**src/rtl/mips_mem_pkg.sv**
```systemverilog
// Shared memory-path definitions for the MIPS datapath: store sizes,
// byte-enable constants and the store aligner state encoding.
package mips_mem_pkg;

    typedef enum logic [1:0] {
        SZ_BYTE = 2'b00,
        SZ_HALF = 2'b01,
        SZ_WORD = 2'b10,
        SZ_RSVD = 2'b11
    } store_size_t;

    localparam logic [3:0] BE_NONE = 4'b0000;
    localparam logic [3:0] BE_ALL  = 4'b1111;

    typedef enum logic {
        ST_IDLE,
        ST_ISSUE
    } aligner_state_t;

    // True when a store of the given size cannot be issued at this byte offset
    function automatic logic isMisaligned(input store_size_t size, input logic [1:0] offset);
        logic bad;
        bad = 1'b0;
        case (size)
            SZ_BYTE: bad = 1'b0;
            SZ_HALF: bad = offset[0];
            SZ_WORD: bad = (offset != 2'b00);
            default: bad = 1'b1;
        endcase
        return bad;
    endfunction

endpackage

```
**src/rtl/store_lane_packer.sv**
```systemverilog
// Combinational lane packer: replicates the narrowed store data onto every
// lane and picks the byte enables for the addressed lane(s).
module store_lane_packer
    import mips_mem_pkg::*;
(
    input  store_size_t size,
    input  logic [1:0]  offset,
    input  logic [31:0] wdata,
    output logic [3:0]  be,
    output logic [31:0] laneData,
    output logic        misaligned
);

    // Replicate data per size and select lanes; misaligned stores enable nothing
    always_comb begin
        be         = BE_NONE;
        laneData   = wdata;
        misaligned = isMisaligned(size, offset);
        case (size)
            SZ_BYTE: begin
                laneData = {4{wdata[7:0]}};
                be       = 4'b0001 << offset;
            end
            SZ_HALF: begin
                laneData = {2{wdata[15:0]}};
                be       = offset[1] ? 4'b1100 : 4'b0011;
            end
            SZ_WORD: begin
                laneData = wdata;
                be       = BE_ALL;
            end
            default: begin
                laneData = wdata;
                be       = BE_NONE;
            end
        endcase
        if (misaligned) begin
            be = BE_NONE;
        end
    end

endmodule

```
**src/rtl/store_data_aligner.sv**
```systemverilog
// Store data aligner: accepts MEM-stage store requests, issues one
// lane-aligned write to data memory per request and rejects misaligned ones.
module store_data_aligner
    import mips_mem_pkg::*;
#(
    parameter int ADDR_WIDTH = 32,
    parameter int CNT_WIDTH  = 16
)
(
    input  logic                  clk,
    input  logic                  reset,
    input  logic                  req_valid_i,
    output logic                  req_ready_o,
    input  logic [ADDR_WIDTH-1:0] addr_i,
    input  logic [31:0]           wdata_i,
    input  logic [1:0]            size_i,
    output logic                  mem_valid_o,
    input  logic                  mem_ready_i,
    output logic [ADDR_WIDTH-1:0] mem_addr_o,
    output logic [31:0]           mem_wdata_o,
    output logic [3:0]            mem_be_o,
    output logic                  misaligned_o,
    output logic [ADDR_WIDTH-1:0] misaligned_addr_o,
    output logic [CNT_WIDTH-1:0]  store_count_o,
    output logic [CNT_WIDTH-1:0]  misaligned_count_o
);

    localparam logic [CNT_WIDTH-1:0] CNT_ONE = {{(CNT_WIDTH-1){1'b0}}, 1'b1};

    aligner_state_t state, stateNext;

    logic [3:0]  packBe;
    logic [31:0] packData;
    logic        packMisaligned;
    logic        acceptReq;
    logic        loadPayload;
    logic        rejectReq;
    logic        handshake;

    store_lane_packer uPacker (
        .size       (store_size_t'(size_i)),
        .offset     (addr_i[1:0]),
        .wdata      (wdata_i),
        .be         (packBe),
        .laneData   (packData),
        .misaligned (packMisaligned)
    );

    // State register; reset abandons any write in flight
    always_ff @(posedge clk or negedge reset) begin
        if (!reset) begin
            state <= ST_IDLE;
        end else begin
            state <= stateNext;
        end
    end

    // Next state, ready and per-edge actions; in ISSUE a new request may only
    // enter on the same edge the current write completes
    always_comb begin
        stateNext   = state;
        req_ready_o = 1'b0;
        acceptReq   = 1'b0;
        loadPayload = 1'b0;
        rejectReq   = 1'b0;
        handshake   = 1'b0;
        case (state)
            ST_IDLE: begin
                req_ready_o = 1'b1;
                acceptReq   = req_valid_i;
                if (acceptReq) begin
                    if (packMisaligned) begin
                        rejectReq = 1'b1;
                    end else begin
                        loadPayload = 1'b1;
                        stateNext   = ST_ISSUE;
                    end
                end
            end
            ST_ISSUE: begin
                req_ready_o = mem_ready_i;
                handshake   = mem_ready_i;
                acceptReq   = req_valid_i && mem_ready_i;
                if (handshake) begin
                    stateNext = ST_IDLE;
                    if (acceptReq) begin
                        if (packMisaligned) begin
                            rejectReq = 1'b1;
                        end else begin
                            loadPayload = 1'b1;
                            stateNext   = ST_ISSUE;
                        end
                    end
                end
            end
            default: begin
                stateNext = ST_IDLE;
            end
        endcase
    end

    assign mem_valid_o = (state == ST_ISSUE);

    // Write payload is captured on acceptance and held until the next one
    always_ff @(posedge clk or negedge reset) begin
        if (!reset) begin
            mem_addr_o  <= '0;
            mem_wdata_o <= '0;
            mem_be_o    <= BE_NONE;
        end else if (loadPayload) begin
            mem_addr_o  <= {addr_i[ADDR_WIDTH-1:2], 2'b00};
            mem_wdata_o <= packData;
            mem_be_o    <= packBe;
        end
    end

    // Rejected-store pulse and the address of the last rejected store
    always_ff @(posedge clk or negedge reset) begin
        if (!reset) begin
            misaligned_o      <= 1'b0;
            misaligned_addr_o <= '0;
        end else begin
            misaligned_o <= rejectReq;
            if (rejectReq) begin
                misaligned_addr_o <= addr_i;
            end
        end
    end

    // Completed and rejected store counters, both wrap silently
    always_ff @(posedge clk or negedge reset) begin
        if (!reset) begin
            store_count_o      <= '0;
            misaligned_count_o <= '0;
        end else begin
            if (handshake) begin
                store_count_o <= store_count_o + CNT_ONE;
            end
            if (rejectReq) begin
                misaligned_count_o <= misaligned_count_o + CNT_ONE;
            end
        end
    end

endmodule

```
**config.mk**
```make
export PLATFORM = sky130hd
export DESIGN_NAME = store_data_aligner
export DESIGN_NICKNAME = d
export VERILOG_FILES = /design/src/rtl/mips_mem_pkg.sv /design/src/rtl/store_lane_packer.sv /design/src/rtl/store_data_aligner.sv
export SDC_FILE = /design/constraint.sdc
export NUM_CORES = 1
export LEC_CHECK = 0
export BUFFER_PORTS_ARGS = -buffer_cell sky130_fd_sc_hd__buf_2
export CORE_UTILIZATION = 49
export CTS_CLUSTER_SIZE = 25
export DETAILED_ROUTE_END_ITERATION = 10
export PLACE_DENSITY = 0.81
export SETUP_SLACK_MARGIN = 0.15
export SYNTH_ARGS = -nofsm -noshare
export SYNTH_HDL_FRONTEND = slang
export SYNTH_SLANG_ARGS = --single-unit
```
**constraint.sdc**
```tcl
create_clock -name clk -period 1.85 [get_ports clk]
set_input_delay 0.0925 -clock clk [delete_from_list [all_inputs] [get_ports clk]]
set_output_delay 0.0925 -clock clk [all_outputs]
set_load 0.02 [all_outputs]
```
==> results of run 1 <==
==> Yosys cell counts, drive strengths merged <==
| master | number | area share (%) |
|---|---|---|
| nor3 | 5 | 0.65 |
| nor4 | 1 | 0.22 |
| mux2i | 24 | 4.3 |
| nand2 | 137 | 9.2 |
| nor4b | 1 | 0.16 |
| o2111ai | 1 | 0.16 |
| clkbuf | 7 | 0.47 |
| dfrtp | 132 | 59 |
| nor2 | 13 | 0.92 |
| o21ai | 29 | 2.6 |
| mux2 | 39 | 7.9 |
| and4 | 1 | 0.16 |
| or4b | 1 | 0.18 |
| ha | 2 | 0.45 |
| conb | 1 | 0.067 |
| o311ai | 2 | 0.31 |
| and3 | 9 | 1.1 |
| and2 | 1 | 0.11 |
| nand3 | 12 | 1.1 |
| xor2 | 7 | 1.1 |
| xnor2 | 24 | 3.8 |
| nand2b | 1 | 0.11 |
| inv | 3 | 0.20 |
| or2 | 1 | 0.11 |
| nand4bb | 1 | 0.20 |
| a32oi | 1 | 0.16 |
| nand4 | 10 | 1.1 |
| o21a | 2 | 0.27 |
| o31ai | 1 | 0.13 |
| o211ai | 1 | 0.22 |
| buf | 22 | 2.5 |
| a21oi | 9 | 0.87 |
==> layer usage <==
metal	vias to the layer above	share of wire, %	GRT usage [%]
li1	2224	-	-
met1	2361	40	31.86
met2	238	49	43.81
met3	44	7.9	8.667
met4	0	3.0	13.03
met5	-	0	0
==> power by group through the flow <==
stage	clock network, mW	registers (mW)	logic (mW)
2_1_floorplan	0	4.50	0.699
3_3_place_gp	0	3.82	2.23
3_5_place_dp	0	3.86	2.30
4_1_cts	3.54	3.82	2.42
5_1_grt	3.67	3.91	2.69
6_report	3.50	3.85	2.49
==> repair_timing <==
item | CTS | global route
gates cloned | 0 | 3
pin swaps | 0 | 3
hold buffers | 57 | 0
setup endpoints to repair | 1 | 51
endpoints found under the hold margin | 218 | 0
gates resized for setup | 1 | 8
setup buffers | 1 | 4
==> through the flow <==
| step | instances | worst slack (ps) | utilization, % |
|---|---|---|---|
| 2_1_floorplan | 502 | 150.1 | - |
| 3_3_place_gp | 825 | 200.4 | 61.51 |
| 3_5_place_dp | 825 | 127.1 | 61.51 |
| 4_1_cts | 915 | 158.5 | 72.47 |
| 5_1_grt | 922 | 78.73 | 73.81 |
| 6_report | 922 | 132.1 | 73.81 |
==> final cells by class <==
type                       count  area, um2
clock buffer                  24      501.7
multi-input combinational    338       2162
sequential                   132       3306
inverter                       3      11.26
clock inverter                 8      121.4
fill                         707       2877
timing repair buffer         277       1829
tap                          140      175.2
==> how the worst max path moves through the flow <==
stage | startpoint | to | cells past startpoint
6_report | addr_i[0] | mem_addr_o[13] | 6
2_1_floorplan | misaligned_count_o[0] | misaligned_count_o[10] | 5
3_3_place_gp | misaligned_count_o[0] | misaligned_count_o[10] | 5
5_1_grt | addr_i[0] | mem_addr_o[13] | 6
3_5_place_dp | misaligned_count_o[0] | misaligned_count_o[10] | 5
4_1_cts | addr_i[0] | misaligned_addr_o[13] | 8
==> registers in the layout, indices dropped and copies added, names as in the netlist <==
name / cells
mem_wdata_o: 32
misaligned_addr_o: 32
mem_addr_o: 30
misaligned_count_o: 16
store_count_o: 16
mem_be_o: 4
mem_valid_o: 1
misaligned_o: 1
==> worst register-to-register path: stages, from the launching register on <==
cell and delay, ps:
dfrtp_2 400, ha_4 160, and4_4 250, nand3_2 90
or4b_4 490, xnor2_1 140
==> placed cells by master (no fill, tap or decap), types with 7 or more instances in the layout <==
master	instances
and3_1	8
xor2_1	7
o21ai_0	29
a21oi_1	8
buf_2	201
xnor2_1	24
mux2_2	36
dfrtp_1	130
nand2_1	137
buf_4	10
nand4_1	10
mux2i_1	24
nor2_1	12
dlygate4sd3_1	57
clkbuf_16	20
nand3_1	11
==> logic make-up (layout without fill, tap and decap cells) <==
logic type | Yosys count | after routing | share of synthesized area (%)
XOR/XNOR | 31 | 31 | 4.867
AND/OR/NAND/NOR | 194 | 194 | 15.34
other | 1 | 2 | 0.06722
flip-flops | 132 | 132 | 59.21
adder cells (fa/ha/maj) | 2 | 2 | 0.4485
multiplexers | 63 | 63 | 12.18
buffers and inverters | 32 | 312 | 3.162
AO/OA/AOI/OAI | 46 | 46 | 4.732
==> qor.yml, run 1 <==
run_status:
  status: "finished clean"
min_path:
  min_from: "wdata_i[12]"
  min_path_type: "in -> reg"
  min_to: "mem_wdata_o[12]"
  hold_depth: 3
worst_setup_path:
  r2r_cells: 5
  cpPeakStageDelay_ps: 520
  crit_fanout: 25
  crit_family: "buffers and inverters"
  end_kind: "register"
  cpMaxStageDelayCell: "dlygate4sd3_1"
  cp_cell_sequence: "dlygate4sd3_1 -> buf_2 -> a21oi_2 -> o211ai_4 -> buf_12 -> mux2_2"
  critPathKind: "in -> reg"
  cp.arrival_ps: 2010
  timing.rr.end: "misaligned_count_o[10]"
  r2r_start: "misaligned_count_o[1]"
  crit_required_ps: 2140
  cp-start-kind: "input pin"
  regToRegSetupSlack_ps: 200
  path_buf_inv: 3
yosys:
  synth-seq-area-share_pct: 59.21
  syn_inst: 501
  avgSynthCellArea_um2: 11.14
  netlist_area_um2: 5579
  yosys_warnings: 0
  ys_types: 40
  synth-seq-cells: 132
grt:
  overflow: 0
  antenna_found_initial: 0
  grt_max_degree: 64
  grt_pass1_wl_um: 23890
  grt_pass1_vias: 4824
  track_usage_pct: 26.78
pwr:
  power_density_nw_per_um2: 1213
  clkPwrFrac_pct: 35.6
  pwr-share-comb_pct: 25.3
  peakVddDrop_uv: 833.3
  p_switching_mw: 3.126
  p_leak_nw: 4.162
  p_seq_share_pct: 39.1
  swShare_pct: 31.78
  internal_power_mw: 6.708
  p_total_mw: 9.834
floorplan:
  start_util_pct: 50.80
  io_pins: 205
  die_h_um: 108.7
  dieWidth_um: 108.7
  core_um2: 10980
  die-area_um2: 11820
  rows: 38
route:
  firstDrtPassIters: 4
  wirelength_um: 15870
  drc_errors: 0
  vias: 4867
  drt_iter0_drc: 280
  viasPerCell: 5.279
  routedWlPerCell_um: 17.21
  route.antenna.remaining_nets: 0
cells_and_area:
  stdcell_area_um2: 8107
  num_antenna_cells: 0
  nets: 841
  areaGrowthSynthToFinish_pct: 45.30
  drive_above_1_share_pct: 38.75
timing:
  clock_skew_ps: 4.241
  finalSetupTns_ps: 0
  whs_ps: 23.64
  slew_viol_final: 0
  max_freq_mhz: 582.1
  post-route-period-util_pct: 92.86
  period_minus_slack_ps: 1718
  grt_setup_unrepaired: "yes"
  setup_viol: 0
  final_hold_viol_count: 0
placement:
  place_area_um2: 6755
  gp_congestion: 0.8926
  hpwl_um: 9798
  portBuffers: 202
clocking:
  cts_buffers: 17
  cts_tree: "done"
  cts-root-buf: "clkbuf_16"
  htreeDepth: 4
  clkLatencyLatePin_ps: 410
  cts_buffer_depth: 2
  clock_sinks: 132
  path_clk_slew_ps: 50
job:
  cap_violations: 0
(Power assumes the default switching activity.)
==> run 2, diff against run 1 <==
==> constraint.sdc (replaced) <==
create_clock -name clk -period 1.85 [get_ports clk]
set_input_delay 0.37 -clock clk [delete_from_list [all_inputs] [get_ports clk]]
set_output_delay 0.37 -clock clk [all_outputs]
set_load 0.02 [all_outputs]
==> run 2 against run 1 <==
- sequential power barely moved
- critical endpoint is now misaligned_count_o[10]
- maximum frequency rose by 5.7%
- design area fell by 6.8%
- critical path depth fell by 1
- combinational power fell by 6%
- largest cell class unchanged
- critical path type is now reg -> reg
- clock power rose by 3%
- power fell by 0.53%
- worst hold slack improved by 140 ps
- global-route usage fell by 2.9 points
- sequential share of layout area rose by 3.0 points
==> qor.yml, run 2 (synthesized netlist as in run 1, its figures left out) <==
route:
  top_layer_used: "met4"
  routedWlPerCell_um: 15.91
  drc_errors: 0
  viasPerCell: 5.250
  met2_length_um: 6877
  drt_iter0_drc: 350
  wl_met3_um: 1003
  vias: 4562
  firstDrtPassIters: 4
  wirelength_um: 13830
  route.antenna.remaining_nets: 0
  drt-met1-wl_um: 5807
worst_setup_path:
  crit_fanout: 4
  path_buf_inv: 0
  cp.arrival_ps: 1920
  critPathKind: "reg -> reg"
  crit_family: "simple AND/OR/NAND/NOR gates"
  end_kind: "register"
  cpMaxStageDelayCell: "or4b_4"
  cpPeakStageDelay_ps: 490
  cp-start-kind: "register"
  regToRegSetupSlack_ps: 220
  crit_required_ps: 2140
  cp_cell_sequence: "ha_4 -> and4_4 -> nand3_2 -> or4b_4 -> xnor2_1"
grt:
  overflow: 0
  grt_pass1_vias: 4377
  track_usage_pct: 23.85
  grt_pass1_wl_um: 21240
  grt_max_degree: 58
  antenna_found_initial: 0
floorplan:
  core_um2: 10980
  die-area_um2: 11820
  io_pins: 205
  dieWidth_um: 108.7
  start_util_pct: 50.80
  rows: 38
  die_h_um: 108.7
timing:
  final.setup.worst_slack_ps: 224.6
  final_hold_viol_count: 0
  clock_skew_ps: 4.325
  setup_viol: 0
  period_minus_slack_ps: 1625
  max_freq_mhz: 615.2
  slew_viol_final: 0
  post-route-period-util_pct: 87.86
  grt_setup_unrepaired: "no"
  finalSetupTns_ps: 0
clocking:
  clkLatencyLatePin_ps: 410
  cts_buffer_depth: 2
  htreeDepth: 4
  clock_sinks: 132
  cts_buffers: 17
  cts_tree: "done"
  cts-root-buf: "clkbuf_16"
  path_clk_slew_ps: 60
pwr:
  p_total_mw: 9.782
  swShare_pct: 31.31
  clkPwrFrac_pct: 36.8
  p_seq_share_pct: 39.2
  peakVddDrop_uv: 966.8
  power_density_nw_per_um2: 1295
  pwr-share-comb_pct: 24.0
  p_leak_nw: 3.924
  p_switching_mw: 3.062
  internal_power_mw: 6.719
cells_and_area:
  areaGrowthSynthToFinish_pct: 35.41
  num_antenna_cells: 0
  layout_common_cells: "buf_2, nand2_1, dfrtp_1, mux2_2, o21ai_0"
  nets: 788
  drive_above_1_share_pct: 42.11
  final_cells: 869
  reg_top3: "mem_wdata_o (32), misaligned_addr_o (32), mem_addr_o (30)"
  mostFrequentLayoutCell: "buf_2"
  final_core_util_pct: 68.79
run_status:
  status: "finished clean"
placement:
  dp.cells: 833
  place_ws_ps: 69.77
  hpwl_um: 9875
  portBuffers: 202
  gp_congestion: 0.9182
job:
  cap_violations: 0
min_path:
  min_path_type: "in -> reg"
==> run 2: changes by cell type in the layout (fill, tap and decap cells not counted), moves of 2 or more <==
cell | previous run | this run
buf_4 | 10 | 15
buf_12 | 4 | 6
bufinv_16 | 3 | 5
dlygate4sd3_1 | 57 | 1
clkinvlp_4 | 1 | 4
clkbuf_16 | 20 | 17
clkbuf_8 | 5 | 0
==> run 2: path summary, 6_finish.rpt <==
kind | start | to | cells after the start
max reg2reg | misaligned_count_o[1] | misaligned_count_o[10] | 5
min | addr_i[21] | misaligned_addr_o[21] | 3
max | misaligned_count_o[1] | misaligned_count_o[10] | 5
min reg2reg | store_count_o[15] | store_count_o[15] | 1
min in group asynchronous | reset | misaligned_count_o[14] | 2
max in group asynchronous | reset | misaligned_addr_o[18] | 3
==> run 2: worst reg2reg max path, cell delays in order, from the launching register on <==
cell     delay [ps]
dfrtp_2         400
ha_4            150
and4_4          230
nand3_2          90
or4b_4          490
xnor2_1         140
==> run 2: what timing repair did <==
item                                    CTS  global route
gates resized for setup                   0             9
endpoints found under the setup margin    0            44
hold buffers                              1             0
hold endpoints to repair                 23             0
setup buffers                             0             3
==> run 2: power groups by stage <==
stage	registers [mW]	logic (mW)	clock network, mW
6_report	3.83	2.35	3.60
5_1_grt	3.90	2.56	3.79
4_1_cts	3.83	2.32	3.68
3_5_place_dp	3.87	2.30	0
3_3_place_gp	3.83	2.25	0
2_1_floorplan	4.50	0.699	0
==> run 2: per-layer routing <==
| metal | global-route usage [%] | vias up |
|---|---|---|
| met5 | 0 | - |
| li1 | - | 2116 |
| met3 | 7.711 | 13 |
| met2 | 38.25 | 197 |
| met1 | 29.94 | 2236 |
| met4 | 9.459 | 0 |
==> run 2: final cells by class <==
type / instances / area, um2
clock buffer: 18 / 429.2
clock inverter: 14 / 209.0
fill: 798 / 3428
inverter: 3 / 13.76
multi-input combinational: 338 / 2162
sequential: 132 / 3306
tap: 140 / 175.2
timing repair buffer: 224 / 1260
==> run 2: stage by stage <==
step	hold WS, ps	cell area (um2)
after CTS	138.3	7488
after global routing	162.4	7555
after detailed placement	308.4	6840
after global placement	304.9	6840
final	162.9	7555
after floorplan	74.41	5598
